**src/rtl/psram_pkg.sv**
```systemverilog
// Shared encodings and widths for the synchronous-burst PSRAM controller.
package psram_pkg;

    typedef enum logic [2:0] {
        IDLE,
        ADDR,
        WAIT,
        DATA,
        END
    } state_t;

    localparam int PSRAM_ADR_W = 23;
    localparam int PSRAM_DAT_W = 16;
    localparam int LOCAL_ADR_W = 16;

endpackage

```
**src/rtl/psram_burst_controller_if.sv**
```systemverilog
// Local-bus request signals and PSRAM pin group; master = controller side.
interface psram_burst_controller_if;
    import psram_pkg::*;

    logic [LOCAL_ADR_W-1:0] adr_i;
    logic [PSRAM_DAT_W-1:0] dat_i;
    logic [PSRAM_DAT_W-1:0] dat_o;
    logic                   start_i;
    logic                   we_i;
    logic                   psram_clk;
    logic [PSRAM_ADR_W-1:0] psram_adr;
    logic [PSRAM_DAT_W-1:0] psram_dat_o;
    logic [PSRAM_DAT_W-1:0] psram_dat_i;
    logic                   psram_data_oe;
    logic                   psram_we_n;
    logic                   psram_ce_n;
    logic                   psram_adv_n;
    logic                   psram_oe_n;

    modport master (
        input  adr_i, dat_i, start_i, we_i, psram_dat_i,
        output dat_o, psram_clk, psram_adr, psram_dat_o, psram_data_oe,
               psram_we_n, psram_ce_n, psram_adv_n, psram_oe_n
    );

    modport slave (
        output adr_i, dat_i, start_i, we_i, psram_dat_i,
        input  dat_o, psram_clk, psram_adr, psram_dat_o, psram_data_oe,
               psram_we_n, psram_ce_n, psram_adv_n, psram_oe_n
    );

endinterface

```
**src/rtl/psram_clk_gate.sv**
```systemverilog
// Latch-based gate: psram_clk = clk_en AND NOT clk_i, enable captured while clk_i is high.
module psram_clk_gate (
    input  logic clk_i,
    input  logic rst_n,
    input  logic clk_en,
    output logic psram_clk
);

    logic en_l;

    // Transparent in the high phase so the enable is frozen for the whole low (output) phase.
    always_latch begin
        if (!rst_n)
            en_l = 1'b0;
        else if (clk_i)
            en_l = clk_en;
    end

    assign psram_clk = en_l & ~clk_i;

endmodule

```
**src/rtl/psram_burst_controller.sv**
```systemverilog
// Fixed-length burst master for a CellularRAM-style PSRAM.
// Optional status outputs busy_o/valid_o are built when PSRAM_STATUS_EN is defined.
module psram_burst_controller
    import psram_pkg::*;
#(
    parameter int BURST_LEN = 4,
    parameter int LATENCY   = 3
) (
    input  logic clk_i,
    input  logic rst_i,
    psram_burst_controller_if.master bus
`ifdef PSRAM_STATUS_EN
    ,
    output logic busy_o,
    output logic valid_o
`endif
);

    localparam int ADR_SHIFT = $clog2(BURST_LEN);
    localparam int BEAT_W    = (ADR_SHIFT > 0) ? ADR_SHIFT : 1;
    localparam int WAIT_W    = (LATENCY > 1) ? $clog2(LATENCY) : 1;

    state_t                 state_q, state_d;
    logic                   we_q;
    logic [WAIT_W-1:0]      wait_cnt;
    logic [BEAT_W-1:0]      beat_cnt;
    logic                   clk_en;
    logic                   ce_n, adv_n, we_n, oe_n, data_oe;
    logic [PSRAM_ADR_W-1:0] psram_adr;
    logic [PSRAM_DAT_W-1:0] psram_dat_o;
    logic [PSRAM_DAT_W-1:0] dat_o;

    always_ff @(posedge clk_i or negedge rst_i) begin
        if (!rst_i)
            state_q <= IDLE;
        else
            state_q <= state_d;
    end

    always_comb begin
        state_d = state_q;
        case (state_q)
            IDLE:    if (bus.start_i) state_d = ADDR;
            ADDR:    state_d = WAIT;
            WAIT:    if (wait_cnt == '0) state_d = DATA;
            DATA:    if (beat_cnt == BEAT_W'(BURST_LEN - 1)) state_d = END;
            END:     state_d = IDLE;
            default: state_d = IDLE;
        endcase
    end

    // Pin strobes are registered from the next state so they change only on clk_i rising edges.
    always_ff @(posedge clk_i or negedge rst_i) begin
        if (!rst_i) begin
            we_q        <= 1'b0;
            wait_cnt    <= '0;
            beat_cnt    <= '0;
            clk_en      <= 1'b0;
            ce_n        <= 1'b1;
            adv_n       <= 1'b1;
            we_n        <= 1'b1;
            oe_n        <= 1'b1;
            data_oe     <= 1'b0;
            psram_adr   <= '0;
            psram_dat_o <= '0;
            dat_o       <= '0;
        end else begin
            ce_n    <= !(state_d inside {ADDR, WAIT, DATA});
            clk_en  <= state_d inside {ADDR, WAIT, DATA};
            adv_n   <= (state_d != ADDR);
            we_n    <= !(state_d == ADDR && bus.we_i);
            oe_n    <= !(state_d inside {WAIT, DATA} && !we_q);
            data_oe <= (state_d == DATA) && we_q;

            if (state_q == IDLE && state_d == ADDR) begin
                we_q      <= bus.we_i;
                psram_adr <= PSRAM_ADR_W'(bus.adr_i) << ADR_SHIFT;
            end

            if (state_q == ADDR)
                wait_cnt <= WAIT_W'(LATENCY - 1);
            else if (state_q == WAIT)
                wait_cnt <= wait_cnt - 1'b1;

            if (state_q == WAIT)
                beat_cnt <= '0;
            else if (state_q == DATA)
                beat_cnt <= beat_cnt + 1'b1;

            if (state_d == DATA && we_q)
                psram_dat_o <= bus.dat_i;
            if (state_q == DATA && !we_q)
                dat_o <= bus.psram_dat_i;
        end
    end

    psram_clk_gate u_clk_gate (
        .clk_i     (clk_i),
        .rst_n     (rst_i),
        .clk_en    (clk_en),
        .psram_clk (bus.psram_clk)
    );

    assign bus.psram_ce_n    = ce_n;
    assign bus.psram_adv_n   = adv_n;
    assign bus.psram_we_n    = we_n;
    assign bus.psram_oe_n    = oe_n;
    assign bus.psram_data_oe = data_oe;
    assign bus.psram_adr     = psram_adr;
    assign bus.psram_dat_o   = psram_dat_o;
    assign bus.dat_o         = dat_o;

`ifdef PSRAM_STATUS_EN
    logic valid_q;

    always_ff @(posedge clk_i or negedge rst_i) begin
        if (!rst_i)
            valid_q <= 1'b0;
        else
            valid_q <= (state_q == DATA) && !we_q;
    end

    assign busy_o  = (state_q != IDLE);
    assign valid_o = valid_q;
`endif

endmodule

```
**src/flat_wrapper.sv**
```systemverilog
// flat-port wrapper written by rule: the top's interface ports become plain ports
module psram_burst_controller_flat import psram_pkg::*;
#(
    parameter int BURST_LEN = 4,
    parameter int LATENCY   = 3
)
  (clk_i, rst_i, bus_adr_i, bus_dat_i, bus_start_i, bus_we_i, bus_psram_dat_i, bus_dat_o, bus_psram_clk, bus_psram_adr, bus_psram_dat_o, bus_psram_data_oe, bus_psram_we_n, bus_psram_ce_n, bus_psram_adv_n, bus_psram_oe_n);
  psram_burst_controller_if bus_i ();
  input  logic clk_i;
  input  logic rst_i;
  input wire logic [$bits(bus_i.adr_i)-1:0] bus_adr_i;
  input wire logic [$bits(bus_i.dat_i)-1:0] bus_dat_i;
  input wire logic [$bits(bus_i.start_i)-1:0] bus_start_i;
  input wire logic [$bits(bus_i.we_i)-1:0] bus_we_i;
  input wire logic [$bits(bus_i.psram_dat_i)-1:0] bus_psram_dat_i;
  output wire logic [$bits(bus_i.dat_o)-1:0] bus_dat_o;
  output wire logic [$bits(bus_i.psram_clk)-1:0] bus_psram_clk;
  output wire logic [$bits(bus_i.psram_adr)-1:0] bus_psram_adr;
  output wire logic [$bits(bus_i.psram_dat_o)-1:0] bus_psram_dat_o;
  output wire logic [$bits(bus_i.psram_data_oe)-1:0] bus_psram_data_oe;
  output wire logic [$bits(bus_i.psram_we_n)-1:0] bus_psram_we_n;
  output wire logic [$bits(bus_i.psram_ce_n)-1:0] bus_psram_ce_n;
  output wire logic [$bits(bus_i.psram_adv_n)-1:0] bus_psram_adv_n;
  output wire logic [$bits(bus_i.psram_oe_n)-1:0] bus_psram_oe_n;
  assign bus_i.adr_i = bus_adr_i;
  assign bus_i.dat_i = bus_dat_i;
  assign bus_i.start_i = bus_start_i;
  assign bus_i.we_i = bus_we_i;
  assign bus_i.psram_dat_i = bus_psram_dat_i;
  assign bus_dat_o = bus_i.dat_o;
  assign bus_psram_clk = bus_i.psram_clk;
  assign bus_psram_adr = bus_i.psram_adr;
  assign bus_psram_dat_o = bus_i.psram_dat_o;
  assign bus_psram_data_oe = bus_i.psram_data_oe;
  assign bus_psram_we_n = bus_i.psram_we_n;
  assign bus_psram_ce_n = bus_i.psram_ce_n;
  assign bus_psram_adv_n = bus_i.psram_adv_n;
  assign bus_psram_oe_n = bus_i.psram_oe_n;
  psram_burst_controller #(.BURST_LEN(BURST_LEN), .LATENCY(LATENCY)) u_core (.clk_i(clk_i), .rst_i(rst_i), .bus(bus_i));
endmodule
```
**config.mk**
```make
export PLATFORM = sky130hd
export DESIGN_NAME = psram_burst_controller_flat
export DESIGN_NICKNAME = d
export VERILOG_FILES = /design/src/rtl/psram_pkg.sv /design/src/rtl/psram_burst_controller_if.sv /design/src/rtl/psram_clk_gate.sv /design/src/rtl/psram_burst_controller.sv /design/src/flat_wrapper.sv
export SDC_FILE = /design/constraint.sdc
export NUM_CORES = 1
export LEC_CHECK = 0
export CAP_MARGIN = 20
export CORE_MARGIN = 2
export CORE_UTILIZATION = 35
export CTS_BUF_LIST = sky130_fd_sc_hd__clkbuf_4 sky130_fd_sc_hd__clkbuf_8
export DETAILED_ROUTE_END_ITERATION = 12
export PLACE_DENSITY = 0.73
export REMOVE_ABC_BUFFERS = 1
export SETUP_SLACK_MARGIN = 0.4
export SYNTH_ARGS = -nofsm -noshare
export SYNTH_HDL_FRONTEND = slang
export SYNTH_SLANG_ARGS = --single-unit
export TNS_END_PERCENT = 1
```
**constraint.sdc**
```tcl
create_clock -name clk_i -period 2.3 [get_ports clk_i]
set_input_delay 0.23 -clock clk_i [delete_from_list [all_inputs] [get_ports clk_i]]
set_output_delay 0.23 -clock clk_i [all_outputs]
set_load 0.05 [all_outputs]
```
-- Word-level counts from Yosys, hierarchy flattened
Index checks and enable logic that the tools add are counted.
- bits in latches: 1
- input bits: 52
- register bits after elaboration: 62
- logic and storage cells: 53
- mux-type cells: 12
- bitwise operators: 2
- add/sub/neg operators: 2
- reductions and logical operators: 15
- equality and inequality tests: 8
- operators by type and width (kind ; count):
    3-bit by 2-bit == test with 1-bit output, second input constant ; 4
    3-bit case mux with 4 select lines ; 1
    3-bit two-way mux ; 3
    2-bit two-way mux ; 4
    3-bit by 1-bit == test with 1-bit output, second input constant ; 2
    2-bit nonzero test ; 3
    1-bit logical AND ; 5
    1-bit logical NOT ; 4
    1-bit two-way mux ; 4
    3-bit logical NOT ; 1
    3-bit by 1-bit != test with 1-bit output, second input constant ; 1
    3-bit nonzero test ; 1
    2-bit by 1-bit adder with 2-bit output, second input constant ; 1
    2-bit == test, second input constant ; 1
    2-bit logical NOT ; 1
    2-bit by 1-bit subtractor with 2-bit output, second input constant ; 1
    1-bit bitwise AND ; 1
    1-bit NOT ; 1

-- Logic depth before layout (Yosys ltp)
- depth in word-level cells: 7
- depth in mapped cells: 6
- mapped depth without buffers: 5

-- Cells and area by module
Synthesis repeated with hierarchy kept, for this count alone.
- cell total of the unflattened synthesis: 164
- area, all modules: 2524.9 um2
- by module, submodules not included (module ; seq. area each (um2) ; instances ; area an instance (um2) ; cells each):
    psram_burst_controller ; 1556.5 ; 1 ; 2491.1 ; 160
    psram_clk_gate ; 0.0 ; 1 ; 33.8 ; 4

==> run_summary.xml <==
<?xml version="1.0" encoding="UTF-8"?>
<metrics>
  <group name="placement">
    <metric name="post_place_instance_area" unit="µm²">3611</metric>
    <metric name="gp_congestion" unit="">0.7468</metric>
    <metric name="place_ws" unit="ns">0</metric>
    <metric name="placed_cells" unit="">362</metric>
    <metric name="place.port_buffers" unit="">105</metric>
    <metric name="post-dp-hpwl" unit="µm">3466</metric>
  </group>
  <group name="final_layout">
    <metric name="fillers" unit="">568</metric>
    <metric name="fin_cells" unit="">384</metric>
    <metric name="final_net_count" unit="">336</metric>
    <metric name="finished_cell_area" unit="µm²">3934</metric>
    <metric name="flow.area_growth_from_synthesis" unit="%">58.55</metric>
    <metric name="multi_input_area" unit="µm²">828.3</metric>
    <metric name="sequential_cell_area" unit="µm²">1572</metric>
    <metric name="diodes" unit="">0</metric>
    <metric name="final_layout_size_suffix_gt1_share" unit="%">23.61</metric>
  </group>
  <group name="clock_network">
    <metric name="insertion_delay" unit="ns">0.48</metric>
    <metric name="clock_tree_from_tritoncts" unit="">done</metric>
    <metric name="cts_post_setup_buffers_inserted" unit="">0</metric>
    <metric name="worst_setup_hold_path_clk_slew" unit="ns">0.08</metric>
  </group>
  <group name="critical_path">
    <metric name="regToRegStartpoint" unit="">u_core.clk_en</metric>
    <metric name="timing.critical_path.cells" unit="">and2_1</metric>
    <metric name="cp-start-kind" unit="">flop</metric>
    <metric name="worst_ep_required_time" unit="ns">0.94</metric>
    <metric name="critical_path_arrival" unit="ns">0.94</metric>
    <metric name="critical_path.slowest_cell" unit="">dfrtp_1</metric>
    <metric name="critPathCaptureType" unit="">latch</metric>
    <metric name="crit_type" unit="">reg2latch</metric>
    <metric name="ff2ff_path_depth" unit="">1</metric>
    <metric name="path_delay_family" unit="">flip-flops</metric>
    <metric name="cp.buffers_inverters" unit="">0</metric>
    <metric name="critPathMaxFanout" unit="">1</metric>
    <metric name="r2r_end" unit="">u_core.u_clk_gate.en_l</metric>
    <metric name="setup.reg_to_reg.worst_slack" unit="ns">0</metric>
    <metric name="slowest_delay" unit="ns">0.37</metric>
  </group>
  <group name="timing">
    <metric name="worst-slew-pin-transition" unit="ns">0.7671</metric>
    <metric name="finalHoldViolCount" unit="">58</metric>
    <metric name="slew_violations" unit="">0</metric>
    <metric name="setup-violations-final" unit="">0</metric>
    <metric name="grt_setup_unrepaired" unit="">yes</metric>
    <metric name="clock_skew" unit="ns">0.04573</metric>
    <metric name="setup_slack" unit="ns">0</metric>
    <metric name="holdWs" unit="ns">-0.03155</metric>
    <metric name="worst_slew_margin_rel" unit="%">48.86</metric>
    <metric name="final.setup.tns" unit="ns">0</metric>
  </group>
  <group name="detailed_routing">
    <metric name="vias_per_cell" unit="">4.427</metric>
    <metric name="vias" unit="">1700</metric>
    <metric name="drt_pre_antenna_iters" unit="">4</metric>
    <metric name="antenna_violating_nets_post_route" unit="">0</metric>
    <metric name="drt_first_iter_violations" unit="">18</metric>
    <metric name="drc_errors" unit="">0</metric>
    <metric name="postRouteWirelength" unit="µm">5110</metric>
    <metric name="wl_per_cell" unit="µm">13.31</metric>
  </group>
  <group name="global_route">
    <metric name="vias_in_the_first_global_route" unit="">1769</metric>
    <metric name="antenna_found_initial" unit="">0</metric>
    <metric name="grt_max_degree" unit="">64</metric>
    <metric name="grt_pass1_wl" unit="µm">8148</metric>
    <metric name="overflow" unit="">0</metric>
    <metric name="grt_util_all_layers" unit="%">14.40</metric>
  </group>
  <group name="job">
    <metric name="max_cap_violations" unit="">0</metric>
  </group>
  <group name="yosys">
    <metric name="yosys_warnings" unit="">0</metric>
    <metric name="most_numerous_cell_in_the_yosys_netlist" unit="">dfrtp_1</metric>
    <metric name="async_flop_share" unit="%">98.41</metric>
    <metric name="synthDistinctLibCells" unit="">31</metric>
    <metric name="syn-mean-instance-area" unit="µm²">15.13</metric>
    <metric name="post_synth_inst_count" unit="">164</metric>
    <metric name="edff_count_synth" unit="">0</metric>
    <metric name="synth.largest_area_cell" unit="">dfrtp_1</metric>
    <metric name="synth.top_cell.area_share" unit="%">58.50</metric>
    <metric name="post_synth_instance_area" unit="µm²">2481</metric>
    <metric name="synth_flop_cell" unit="">dfrtp_1</metric>
    <metric name="postSynthRegisterBits" unit="">63</metric>
    <metric name="synthTopCellsByCount" unit="">dfrtp_1 (58), mux2_2 (32), mux2_1 (17), buf_4 (8), nand2_1 (6)</metric>
    <metric name="synth_area_leaders" unit="">dfrtp_1 (58%), mux2_2 (15%), mux2_1 (7.7%)</metric>
  </group>
  <group name="floorplanning">
    <metric name="num_rows" unit="">30</metric>
    <metric name="initial_core_util" unit="%">36.32</metric>
    <metric name="die_y" unit="µm">88.20</metric>
    <metric name="floorplan.io_pins" unit="">113</metric>
    <metric name="die_w" unit="µm">88.20</metric>
    <metric name="placeableCoreArea" unit="µm²">6832</metric>
    <metric name="dieArea" unit="µm²">7778</metric>
  </group>
  <group name="hold_path">
    <metric name="worstHoldPathType" unit="">in2async</metric>
  </group>
  <group name="run_status">
    <metric name="violations" unit="">negative hold slack</metric>
    <metric name="outcome" unit="">finished with violations</metric>
  </group>
</metrics>
flip-flops by register name, indices dropped and copies added (netlist names), 2 cells and up:
name / cells
u_core.bus.dat_o: 16
u_core.bus.psram_adr: 16
u_core.bus.psram_dat_o: 16
u_core.state_q: 3
u_core.beat_cnt: 2
u_core.wait_cnt: 2
metal layers:
layer  vias up  GRT usage (%)  wire length [µm]
met5         -              0                 0
met3         8          8.671               508
met1       816          16.82              2144
li1        792              -                 -
met2        84          21.46              2383
met4         0          6.061                74
per-stage QoR:
step                util (%)  hold WS (ns)
floorplan                  -      -0.06559
global placement       52.86        0.4560
detailed placement     52.86        0.4607
CTS                    57.58      -0.01584
global route           57.58       0.04239
finish                 57.58      -0.03155
worst max path at each step:
stage / start / end / slack, ns / depth (start not counted)
global route: u_core.clk_en / u_core.u_clk_gate.en_l / 0 / 1
detailed placement: rst_i / u_core.u_clk_gate.en_l / 0 / 2
finish: u_core.clk_en / u_core.u_clk_gate.en_l / 0 / 1
CTS: u_core.clk_en / u_core.u_clk_gate.en_l / 0 / 1
global placement: rst_i / u_core.u_clk_gate.en_l / 0 / 2
floorplan: u_core.clk_en / u_core.u_clk_gate.en_l / 0 / 1
layout make-up:
class | count | area share [%]
clock buffers | 16 | 5.375
inverters | 4 | 0.3817
clock inverters | 7 | 3.085
flip-flops and latches | 63 | 39.95
well taps | 96 | 3.053
repair buffers | 108 | 27.10
multi-input cells | 90 | 21.06
placed cells by master, fill, tap and decap left out, types with 2 or more instances in the layout:
master             n
a21oi_1            2
buf_4              4
bufinv_16          3
clkbuf_8          14
clkdlybuf4s50_1  103
clkinv_4           2
conb_1             7
dfrtp_1           58
dfstp_2            4
ha_1               2
inv_1              4
mux2_1            17
mux2_2            32
nand2_1            6
nand2b_1           2
nor2_1             3
nor2b_1            2
o21ai_0            2
o22a_1             2
cell families (layout without fill, tap and decap cells):
family                     count (synthesis)  after routing  synth area share, %
DFF                                       62             62                62.73
muxes                                     50             50                22.64
latches                                    1              1               0.6050
buffers and inverters                     17            135                4.538
adders and majority gates                  2              2                1.008
and+or+nand+nor                           20             20                4.992
other                                      1              7               0.1511
AOI/OAI and AO/OA                         11             11                3.329
what timing repair did:
item                                   CTS  global route
setup endpoints to repair                7            25
pin swaps                                0             0
endpoints found under the hold margin   58             0
resized for setup                        3             0
Power is not shown: default switching activity piles up to over one toggle a cycle in this logic, so the estimate is an artifact.
